--- config.mk ---
export PLATFORM = sky130hd
export DESIGN_NAME = sync_rr_arbiter_flat
export DESIGN_NICKNAME = d
export VERILOG_FILES = /design/src/rtl/sync_rr_arbiter_if.sv /design/src/rtl/sync_rr_arbiter.sv /design/src/flat_wrapper.sv
export SDC_FILE = /design/constraint.sdc
export NUM_CORES = 1
export LEC_CHECK = 0
export ABC_AREA = 0
export ABC_CLOCK_PERIOD_IN_PS = 1850
export CORE_MARGIN = 2
export CORE_UTILIZATION = 45
export DETAILED_ROUTE_END_ITERATION = 6
export DONT_BUFFER_PORTS = 1
export GPL_ROUTABILITY_DRIVEN = 0
export SYNTH_ARGS = -nofsm -noshare
export SYNTH_HDL_FRONTEND = slang
export SYNTH_SLANG_ARGS = --single-unit
--- constraint.sdc ---
create_clock -name clk -period 1.85 [get_ports clk]
set_input_delay 0.37 -clock clk [delete_from_list [all_inputs] [get_ports clk]]
set_output_delay 0.37 -clock clk [all_outputs]
set_load 0.03 [all_outputs]
--- src/rtl/sync_rr_arbiter_if.sv ---
// Request/grant bundle for sync_rr_arbiter.
// master = requester side, slave = arbiter side.
interface sync_rr_arbiter_if #(
   parameter int N = 4
);
   localparam int OW = $clog2(N);

   logic [N-1:0]  req;
   logic [N-1:0]  grant;
   logic          busy;
   logic [OW-1:0] owner;

   modport master (
      output req,
      input  grant,
      input  busy,
      input  owner
   );

   modport slave (
      input  req,
      output grant,
      output busy,
      output owner
   );
endinterface

--- src/rtl/sync_rr_arbiter.sv ---
// Round-robin arbiter for N asynchronous four-phase requesters, each request
// synchronized first. Define SYNC_ARB_SYNC3_EN for a three-flop synchronizer.
module sync_rr_arbiter #(
   parameter int N = 4
) (
   input  logic             clk,
   input  logic             reset,
   sync_rr_arbiter_if.slave arb
);
   localparam int OW = $clog2(N);

   typedef enum logic [0:0] {
      ST_IDLE = 1'b0,
      ST_BUSY = 1'b1
   } state_t;

   logic [N-1:0]  s1_r;
`ifdef SYNC_ARB_SYNC3_EN
   logic [N-1:0]  s2_r;
`endif
   logic [N-1:0]  s_req_r;

   state_t        state_r;
   state_t        state_s;
   logic [N-1:0]  grant_r;
   logic [N-1:0]  grant_s;
   logic          busy_r;
   logic          busy_s;
   logic [OW-1:0] owner_r;
   logic [OW-1:0] owner_s;
   logic [OW-1:0] ptr_r;
   logic [OW-1:0] ptr_s;
   logic [OW:0]   pick_s;

   function automatic logic [N-1:0] onehot(input logic [OW-1:0] idx);
      logic [N-1:0] v;
      v = {N{1'b0}};
      for (int i = 0; i < N; i++) begin
         if (OW'(i) == idx) begin
            v[i] = 1'b1;
         end
      end
      return v;
   endfunction

   function automatic logic [OW-1:0] next_idx(input logic [OW-1:0] idx);
      logic [OW-1:0] r;
      if (idx == OW'(N - 1)) begin
         r = {OW{1'b0}};
      end else begin
         r = idx + OW'(1);
      end
      return r;
   endfunction

   // Returns {found, index}: first set bit searching upward from ptr with wrap.
   // Rotating a doubled copy puts requester (ptr+k) mod N at bit k.
   function automatic logic [OW:0] pick_winner(input logic [N-1:0]  reqv,
                                                input logic [OW-1:0] ptr);
      logic [2*N-1:0] dbl;
      logic [N-1:0]   rot;
      logic           found;
      logic [OW:0]    sum;
      dbl   = {reqv, reqv} >> ptr;
      rot   = dbl[N-1:0];
      found = 1'b0;
      sum   = {(OW+1){1'b0}};
      for (int i = 0; i < N; i++) begin
         if (!found && rot[i]) begin
            found = 1'b1;
            sum   = {1'b0, ptr} + (OW+1)'(i);
         end
      end
      if (sum >= (OW+1)'(N)) begin
         sum = sum - (OW+1)'(N);
      end
      return {found, sum[OW-1:0]};
   endfunction

   // Synchronizer chain; raw req only ever reaches s1_r.
   always_ff @(posedge clk) begin
      if (reset) begin
         s1_r    <= {N{1'b0}};
`ifdef SYNC_ARB_SYNC3_EN
         s2_r    <= {N{1'b0}};
`endif
         s_req_r <= {N{1'b0}};
      end else begin
         s1_r    <= arb.req;
`ifdef SYNC_ARB_SYNC3_EN
         s2_r    <= s1_r;
         s_req_r <= s2_r;
`else
         s_req_r <= s1_r;
`endif
      end
   end

   // Next-state and next-output logic; outputs are registered below.
   always_comb begin
      state_s = state_r;
      grant_s = grant_r;
      busy_s  = busy_r;
      owner_s = owner_r;
      ptr_s   = ptr_r;
      pick_s  = pick_winner(s_req_r, ptr_r);
      case (state_r)
         ST_IDLE: begin
            if (pick_s[OW]) begin
               state_s = ST_BUSY;
               grant_s = onehot(pick_s[OW-1:0]);
               busy_s  = 1'b1;
               owner_s = pick_s[OW-1:0];
            end else begin
               grant_s = {N{1'b0}};
               busy_s  = 1'b0;
            end
         end
         ST_BUSY: begin
            // No preemption: only the owner's own release ends the grant.
            if (s_req_r[owner_r]) begin
               grant_s = onehot(owner_r);
               busy_s  = 1'b1;
            end else begin
               state_s = ST_IDLE;
               grant_s = {N{1'b0}};
               busy_s  = 1'b0;
               ptr_s   = next_idx(owner_r);
            end
         end
         default: begin
            state_s = ST_IDLE;
            grant_s = {N{1'b0}};
            busy_s  = 1'b0;
         end
      endcase
   end

   // Arbiter state, pointer and registered outputs.
   always_ff @(posedge clk) begin
      if (reset) begin
         state_r <= ST_IDLE;
         grant_r <= {N{1'b0}};
         busy_r  <= 1'b0;
         owner_r <= {OW{1'b0}};
         ptr_r   <= {OW{1'b0}};
      end else begin
         state_r <= state_s;
         grant_r <= grant_s;
         busy_r  <= busy_s;
         owner_r <= owner_s;
         ptr_r   <= ptr_s;
      end
   end

   assign arb.grant = grant_r;
   assign arb.busy  = busy_r;
   assign arb.owner = owner_r;
endmodule

--- src/flat_wrapper.sv ---
// flat-port wrapper written by rule: the top's interface ports become plain ports
module sync_rr_arbiter_flat 
#(
   parameter int N = 4
)
  (clk, reset, arb_req, arb_grant, arb_busy, arb_owner);
  sync_rr_arbiter_if #(.N(N)) arb_i ();
  input  logic clk;
  input  logic reset;
  input wire logic [$bits(arb_i.req)-1:0] arb_req;
  output wire logic [$bits(arb_i.grant)-1:0] arb_grant;
  output wire logic [$bits(arb_i.busy)-1:0] arb_busy;
  output wire logic [$bits(arb_i.owner)-1:0] arb_owner;
  assign arb_i.req = arb_req;
  assign arb_grant = arb_i.grant;
  assign arb_busy = arb_i.busy;
  assign arb_owner = arb_i.owner;
  sync_rr_arbiter #(.N(N)) u_core (.clk(clk), .reset(reset), .arb(arb_i));
endmodule
# == Word level (Yosys, flattened, before mapping) ==
# Cells that the tools add are included.
# classes
n_bitwise,2
div,0
n_lt_le_gt_ge,2
n_eq_ne,7
n_addsub,5
reduce_logical,10
mux,26
multipliers,0
shift,1
# ops
cell,n
1-bit two-way mux,15
3-bit two-way mux,3
2-bit == test (first input constant),4
4-bit two-way mux,2
4-bit one-hot mux with 2 select lines,1
8-bit by 2-bit right shift with 4-bit output,1
2-bit by 2-bit adder with 3-bit output (second input constant),2
2-bit two-way mux,3
1-bit by 2-bit == test with 1-bit output (first input constant),2
2-bit logical NOT,2
2-bit AND reduction,2
2-bit by 1-bit adder with 3-bit output (second input constant),1
3-bit greater-or-equal comparator (second input constant),1
1-bit logical AND,3
1-bit logical NOT,3
2-bit by 3-bit less-than comparator with 1-bit output (second input constant),1
2-bit by 1-bit adder with 2-bit output (second input constant),1
1-bit binary-select mux with 2-bit select,1
2-bit == test (second input constant),1
1-bit inverter,2
1-bit one-hot mux with 2 select lines,1
2-bit by 1-bit subtractor with 2-bit output (second input constant),1
# word_totals
latchBits,0
romBits,0
output_inout_bits,7
mem_count,0
word_cells,59
mem_bits_rw,0
regBits,17

# == Longest topological paths before layout ==
# Gate-level depths: netlist of the first run.
# logic_depth
ltp_word,17
mapped_depth,5
depth_no_buf,5

# == Least setup slack after synthesis of the first run ==
# Ideal clock, no wire load.
# synth_path
path_type,flip-flop to flip-flop
start,register u_core.owner_r[0] (netlist: u_core.arb.owner[0])
end,register u_core.ptr_r[1]
setup_ps,129
path_slack_ps,338
arrival_time_ps,1383
required_time_ps,1721
stages_incl_launch_ff,6
path_cell_list,dfxtp_1 mux2i_1 mux2_4 and2_4 mux2i_1 nor2_1
# synth_between
elab_chain_len,4
elab_cells_between_ends,7
# synth_rtl
element,line_no,rtl
from (decl),sync_rr_arbiter.sv:29,logic [OW-1:0] owner_r;
from (signal assigned),sync_rr_arbiter.sv:145,owner_r <= {OW{1'b0}};
from (signal assigned),sync_rr_arbiter.sv:151,owner_r <= owner_s;
1-bit binary-select mux with 2-bit select,sync_rr_arbiter.sv:121,if (s_req_r[owner_r]) begin
1-bit two-way mux (implied by the code),sync_rr_arbiter.sv:121,
1-bit inverter (no line),--,
2-bit AND reduction (no line),--,
to (signal assigned),sync_rr_arbiter.sv:146,ptr_r <= {OW{1'b0}};
to (signal assigned),sync_rr_arbiter.sv:152,ptr_r <= ptr_s;
to (decl),sync_rr_arbiter.sv:31,logic [OW-1:0] ptr_r;
# Several ways; a longest one is shown, not always the timed one. The select of a mux whose other input is x is not followed.
# A chain may end at the register's enable or synchronous reset.

# == Worst setup path after layout of the first run ==
# layout_path
start,register u_core.ptr_r[1]
end,register u_core.grant_r[3] (netlist: u_core.arb.grant[3])
# layout_between
elab_chain_len,17
elab_cells_between_ends,25
# layout_rtl
element,line_no,rtl
8-bit by 2-bit right shift with 4-bit output,sync_rr_arbiter.sv:64,"dbl = {reqv, reqv} >> ptr;"
1-bit two-way mux,sync_rr_arbiter.sv:69,if (!found && rot[i]) begin
1-bit logical NOT,sync_rr_arbiter.sv:69,
1-bit logical AND,sync_rr_arbiter.sv:69,
1-bit two-way mux,sync_rr_arbiter.sv:69,
1-bit logical NOT,sync_rr_arbiter.sv:69,
1-bit logical AND,sync_rr_arbiter.sv:69,
1-bit two-way mux,sync_rr_arbiter.sv:69,
1-bit logical NOT,sync_rr_arbiter.sv:69,
1-bit logical AND,sync_rr_arbiter.sv:69,
3-bit two-way mux,sync_rr_arbiter.sv:69,
3-bit greater-or-equal comparator or 2-bit by 1-bit subtractor with 2-bit output (tied branches),"sync_rr_arbiter.sv:74, sync_rr_arbiter.sv:75",
2-bit two-way mux,sync_rr_arbiter.sv:74,if (sum >= (OW+1)'(N)) begin
2-bit == test,sync_rr_arbiter.sv:39,if (OW'(i) == idx) begin
1-bit two-way mux,sync_rr_arbiter.sv:39,
4-bit two-way mux (*),sync_rr_arbiter.sv:109,if (pick_s[OW]) begin
4-bit one-hot mux with 2 select lines (*),sync_rr_arbiter.sv:107,case (state_r)
to (signal assigned),sync_rr_arbiter.sv:143,grant_r <= {N{1'b0}};
to (signal assigned),sync_rr_arbiter.sv:149,grant_r <= grant_s;
to (decl),sync_rr_arbiter.sv:25,logic [N-1:0] grant_r;
# Every way passes the cells marked *; elsewhere a longest branch is shown, timed or not.

==> results of run 1 <==
[cell type report]
cell class	count	area, um2	share of cell area [%]
Tap cell	16	20.0	2.52
Timing Repair Buffer	2	15.0	1.89
Clock inverter	1	5.00	0.631
Sequential cell	17	340	42.9
Inverter	5	18.8	2.37
Multi-Input combinational cell	49	372	46.8
Clock buffer	3	22.5	2.84
[layer usage]
metal / share of wire (%) / vias to the layer above / global-route usage, %
met5: 0 / - / 0
met4: 0.88 / 0 / 5.45
met2: 42 / 9 / 22.9
met3: 5.3 / 2 / 7.76
met1: 51 / 236 / 20.4
li1: - / 259 / -
[flip-flops by register name (all words and copies together) (netlist names)]
signal / count
u_core.arb.grant: 4
u_core.s1_r: 4
u_core.arb.owner: 2
u_core.s_req_r: 4
u_core.ptr_r: 2
u_core.state_r: 1
[synthesized netlist by cell type, types with 2 or more instances]
master and count:
inv_1 5, and2b_1 2, nand2_1 2, a21oi_1 4, nor2_1 7, mux2i_1 4, a22oi_1 2, ha_1 4
dfxtp_1 17, nor2b_1 8, o2bb2ai_1 2
[how the worst min path moves through the flow]
stage / startpoint / end / slack, ps / cells after the start
global placement: u_core.s1_r[3] / u_core.s_req_r[3] / 420 / 1
detailed placement: u_core.s1_r[3] / u_core.s_req_r[3] / 420 / 1
CTS: reset / u_core.s1_r[0] / 120 / 1
finish: reset / u_core.s_req_r[1] / 130 / 1
floorplan: u_core.s1_r[0] / u_core.s_req_r[0] / 410 / 1
global route: reset / u_core.s1_r[1] / 110 / 1
[stage by stage]
stage | instance area (um2) | power [mW] | setup slack (ps) | utilization [%]
2_1_floorplan | 734 | 0.491 | 338 | -
3_3_place_gp | 766 | 0.509 | 492 | 50.2
3_5_place_dp | 766 | 0.509 | 486 | 50.2
4_1_cts | 793 | 0.705 | 473 | 52.1
5_1_grt | 793 | 0.739 | 356 | 52.1
6_report | 793 | 0.696 | 460 | 52.1
[power by group through the flow]
stage	clock network (mW)	registers, mW	logic, mW
floorplan	0	0.425	0.0656
global placement	0	0.421	0.0881
detailed placement	0	0.421	0.0884
CTS	0.205	0.412	0.0885
global route	0.226	0.415	0.0979
finish	0.195	0.412	0.0885
[cells by family after synthesis]
family | after synthesis
adder cells (fa/ha/maj) | 4
AND/OR/NAND/NOR | 26
flip-flops | 17
multiplexers | 5
buffers and inverters | 6
AO/OA/AOI/OAI | 14
==> out/metrics.yaml, run 1 <==
regToRegEndpoint: "u_core.arb.grant[3]"
grt_use_total_pct: 15.8
power_density_nw_per_um2: 877
boundaryPins: 13
wirelength_mm: 1.25
max_cap_viol_count: 0
seqPwrFrac_pct: 59.2
max_freq_mhz: 719
crit_cells: 5
ys_warn_count: 0
totalNegativeSetupSlack_ps: 0
crit_path_end: "u_core.arb.grant[3]"
cp_data_required_time_ps: 2040
die-area_um2: 1970
power.share.clock_pct: 28.0
cp.arrival_ps: 1580
clk_latency_ps: 290
synthFlopType: "dfxtp_1"
path_cells: "nand2_1, and3_1, o32a_1, a22oi_1, nor2_1"
postCtsHoldBufs: 0
avgSynthCellArea_um2: 10.2
tritoncts: "done"
cpLargestDelayFamily: "compound AO/OA/AOI/OAI gates"
r2r_setup_slack_ps: 460
slowest_delay_ps: 430
syn_inst: 72
clk_pin_slew_ps: 100
maxSlewHeadroom_pct: 69.6
slowest_stage: "dfxtp_1"
setup_viol: 0
p_sw_uw: 188
slew_violations: 0
synthMuxAreaShare_pct: 7.50
leakage_nw: 0.318
critPathBufInv: 0
final_antenna_net_count: 0
tightest_slew_ps: 455
die_y_um: 44.4
drive_above_1_share_pct: 14.3
synth_nets: 82
finalCriticalPeriod_ps: 1390
start_util_pct: 48.2
gr-total-overflow: 0
clkSinkCount: 17
layout_common_cells: "17 x dfxtp_1, 8 x nor2b_1, 7 x nor2_1"
synthSimpleGateAreaFrac_pct: 20.8
synth_top_family_by_area: "simple AND/OR/NAND/NOR gates"
cp-end-kind: "flop"
critPathKind: "flop to flop"
synth_compound_area_share_pct: 15.5
synth_top_area_share_pct: 46.3
wire_per_inst_um: 13.5
stdcell_count: 93
cts_root_buf: "clkbuf_4"
grt_max_degree: 19
drc: 0
antenna_found_initial: 0
crit_path_start_kind: "flop"
vias_per_cell: 5.44
cts_setup_buffers: 0
outcome: "finished, final reports clean"
synthArstFlopShare_pct: 0
worst_r2r_path_depth: 5
combPwrFrac_pct: 12.7
cellInternalPower_uw: 508
r2r_start: "u_core.ptr_r[1]"
worstSetupStartpoint: "u_core.ptr_r[1]"
mappedNetlistArea_um2: 734
first_global_vias: 488
final_common_cell: "dfxtp_1"
ys_seq_area_share_pct: 46.3
dpl.hpwl_um: 938
synth_xor_area_share_pct: 0
sw_frac_of_total_pct: 27.0
drt-initial-drc-count: 17
htreeDepth: 1
period_share_pct: 75.1
antenna_cells: 0
drt_first_pass_iters: 4
yosys.area_share.adder_pct: 6.81
grt_pass1_wl_mm: 2.18
portBuffers: 0
ys_types: 26
numCtsBuffers: 3
cp_max_fo: 6
area_growth_pct: 8.01
hold_slack_ps: 131
synth_seq_cells: 17
vias: 506
clock_skew_ps: 4.18
synth.area.top_cells: "dfxtp_1 46%, ha_1 6.8%, nor2b_1 6.8%, mux2i_1 5.5%, nor2_1 3.6%"
rsz0062_at_grt: "false"
fill_cells: 134
layout.nets: 88
finalHoldViolations: 0
std_cell_rows: 14
coreArea_um2: 1520
synth_largest_area_cell: "dfxtp_1"
dp.cells: 89
cts_resized: 0
clk_path_buf_depth: 2
irDropWorstVdd_mv: 0.525
synth-edff-count: 0
die_w_um: 44.4
hp-class: "input port to flop"
(Power assumes the default switching activity.)
==> inputs of run 2 (changes only) <==
- ABC_CLOCK_PERIOD_IN_PS: 1850 -> 1300
- clock period: 1.85 -> 1.3 ns (I/O delays scaled with it)
==> run 2 against run 1 <==
  * The run now ends with negative setup slack left
  * Die area unchanged
  * Hold slack worse by 110 ps
  * Clock-buffer cell count is the same
  * Critical path depth did not move
  * Sequential share of layout area is 1.4 points lower
  * Clock power grew 38%
  * Cell area increased by 9.8%
  * Final cell count is 6.5% higher
  * Sequential power grew 40%
  * Combinational power up 68%
==> out/metrics.yaml, run 2 (synthesis results as in run 1) <==
drt-initial-drc-count: 4
fill_cells: 139
vias: 522
max_cap_viol_count: 0
maxSlewHeadroom_pct: 73.4
cp-end-kind: "flop"
hp-class: "input port to flop"
met3_usage_pct: 2.86
first_global_vias: 534
die_y_um: 44.4
p_sw_uw: 261
antenna_cells: 0
gr-total-overflow: 0
drc: 0
period_share_pct: 102
tightest_slew_ps: 397
numCtsBuffers: 3
cp_data_required_time_ps: 1480
seqPwrFrac_pct: 58.0
slowest_stage: "dfxtp_4"
vias_per_cell: 5.27
drive_above_1_share_pct: 31.3
setup_viol: 2
regArea_um2: 362
violations: "negative setup slack"
die-area_um2: 1970
crit_path_start_kind: "flop"
clk_path_buf_depth: 2
power.share.clock_pct: 27.0
portBuffers: 0
wirelength_mm: 1.24
clk_latency_ps: 280
drt_first_pass_iters: 2
max_freq_mhz: 755
tritoncts: "done"
irDropWorstVdd_mv: 0.771
finalCriticalPeriod_ps: 1320
final_common_cell: "dfxtp_1"
finalHoldViolations: 0
std_cell_rows: 14
antenna_found_initial: 0
start_util_pct: 48.2
slowest_delay_ps: 370
wire_per_inst_um: 12.5
fin_ws_ps: -23.8
power_density_nw_per_um2: 1140
cp.arrival_ps: 1500
clk_pin_slew_ps: 90
grt_use_total_pct: 15.9
slew_violations: 0
cp_max_fo: 5
cts_setup_buffers: 0
critPathKind: "flop to flop"
grtUsageMet1_pct: 22.1
post-route-util_pct: 57.1
use_met2_pct: 22.1
coreArea_um2: 1520
leakage_nw: 0.353
dpl.hpwl_um: 952
grt.busiest_layer: "met1"
outcome: "complete, but fails checks"
sw_frac_of_total_pct: 26.3
htreeDepth: 1
cellInternalPower_uw: 733
boundaryPins: 13
clkSinkCount: 17
layout.nets: 94
layout_common_cells: "10 x dfxtp_1, 8 x nor2b_1, 7 x buf_4"
rsz0062_at_grt: "true"
final_antenna_net_count: 0
path_cells: "and2b_1, buf_4, o32a_1, a22oi_1, nor2_1"
grt_max_degree: 19
grt_pass1_wl_mm: 2.20
combPwrFrac_pct: 15.0
die_w_um: 44.4
cts_root_buf: "clkbuf_4"
postCtsHoldBufs: 0
clock_skew_ps: 1.43
totalNegativeSetupSlack_ps: -35.1
area_growth_pct: 18.6
multi_input_area_um2: 379
==> run 2: changes by cell type in the layout (fill, tap and decap cells not counted), sizes merged <==
cell / delta
buf: +6
==> run 2: cell type report <==
type | instances | share of cell area [%]
clock buffer | 3 | 2.59
clock inverter | 1 | 0.575
inverter | 5 | 2.16
multi-input combinational | 49 | 43.5
sequential | 17 | 41.5
tap | 16 | 2.30
timing repair buffer | 8 | 7.33
==> run 2: what timing repair did <==
action                     4_1_cts  5_1_grt
resized for setup                8        3
setup endpoints to repair        7        7
pin swaps                        1        2
==> run 2: metal layers <==
layer,routed length (um),vias to the layer above,share of wire [%]
li1,-,270,-
met1,634,244,51
met2,539,6,44
met3,44,2,3.6
met4,19,0,1.5
met5,0,-,0
==> run 2: power by group through the flow <==
stage	Sequential (mW)	Clock, mW	Combinational [mW]
6_report	0.577	0.269	0.149
4_1_cts	0.580	0.283	0.148
2_1_floorplan	0.605	0	0.0932
3_5_place_dp	0.592	0	0.146
3_3_place_gp	0.592	0	0.146
5_1_grt	0.581	0.306	0.164
==> run 2: per-stage QoR <==
step	setup slack, ps	hold WS (ps)	cell area (um2)	std cells	power (mW)
3_5_place_dp	-74.5	328	818	95	0.738
5_1_grt	-140	0.494	871	99	1.05
3_3_place_gp	-72.0	326	818	95	0.738
6_report	-23.8	24.1	871	99	0.995
2_1_floorplan	26.2	332	742	72	0.698
4_1_cts	-14.2	15.0	862	99	1.01
==> run 2: final timing paths <==
check | start | to | slack (ps) | cells after the start
setup / recovery | u_core.s_req_r[2] | u_core.arb.grant[3] | -20 | 5
hold / removal | reset | u_core.ptr_r[1] | 20 | 1
setup reg to reg | u_core.s_req_r[2] | u_core.arb.grant[3] | -20 | 5
hold reg to reg | u_core.s1_r[2] | u_core.s_req_r[2] | 440 | 1
==> run 2: critical path: cells and delay by family (launching register included) <==
kind	cells	cell delay, ps
simple gates	2	210
buf+inv	1	130
flops	1	370
compound gates	2	510
==> inputs of run 3 (changes only) <==
- ABC_AREA: 0 -> default
- MAX_ROUTING_LAYER: default -> met4
==> results of run 3 <==
Final layout, timing and power as in run 2 (identical DEF).
Main changes from that run: overall routing resource usage 15.9% -> 16.3%
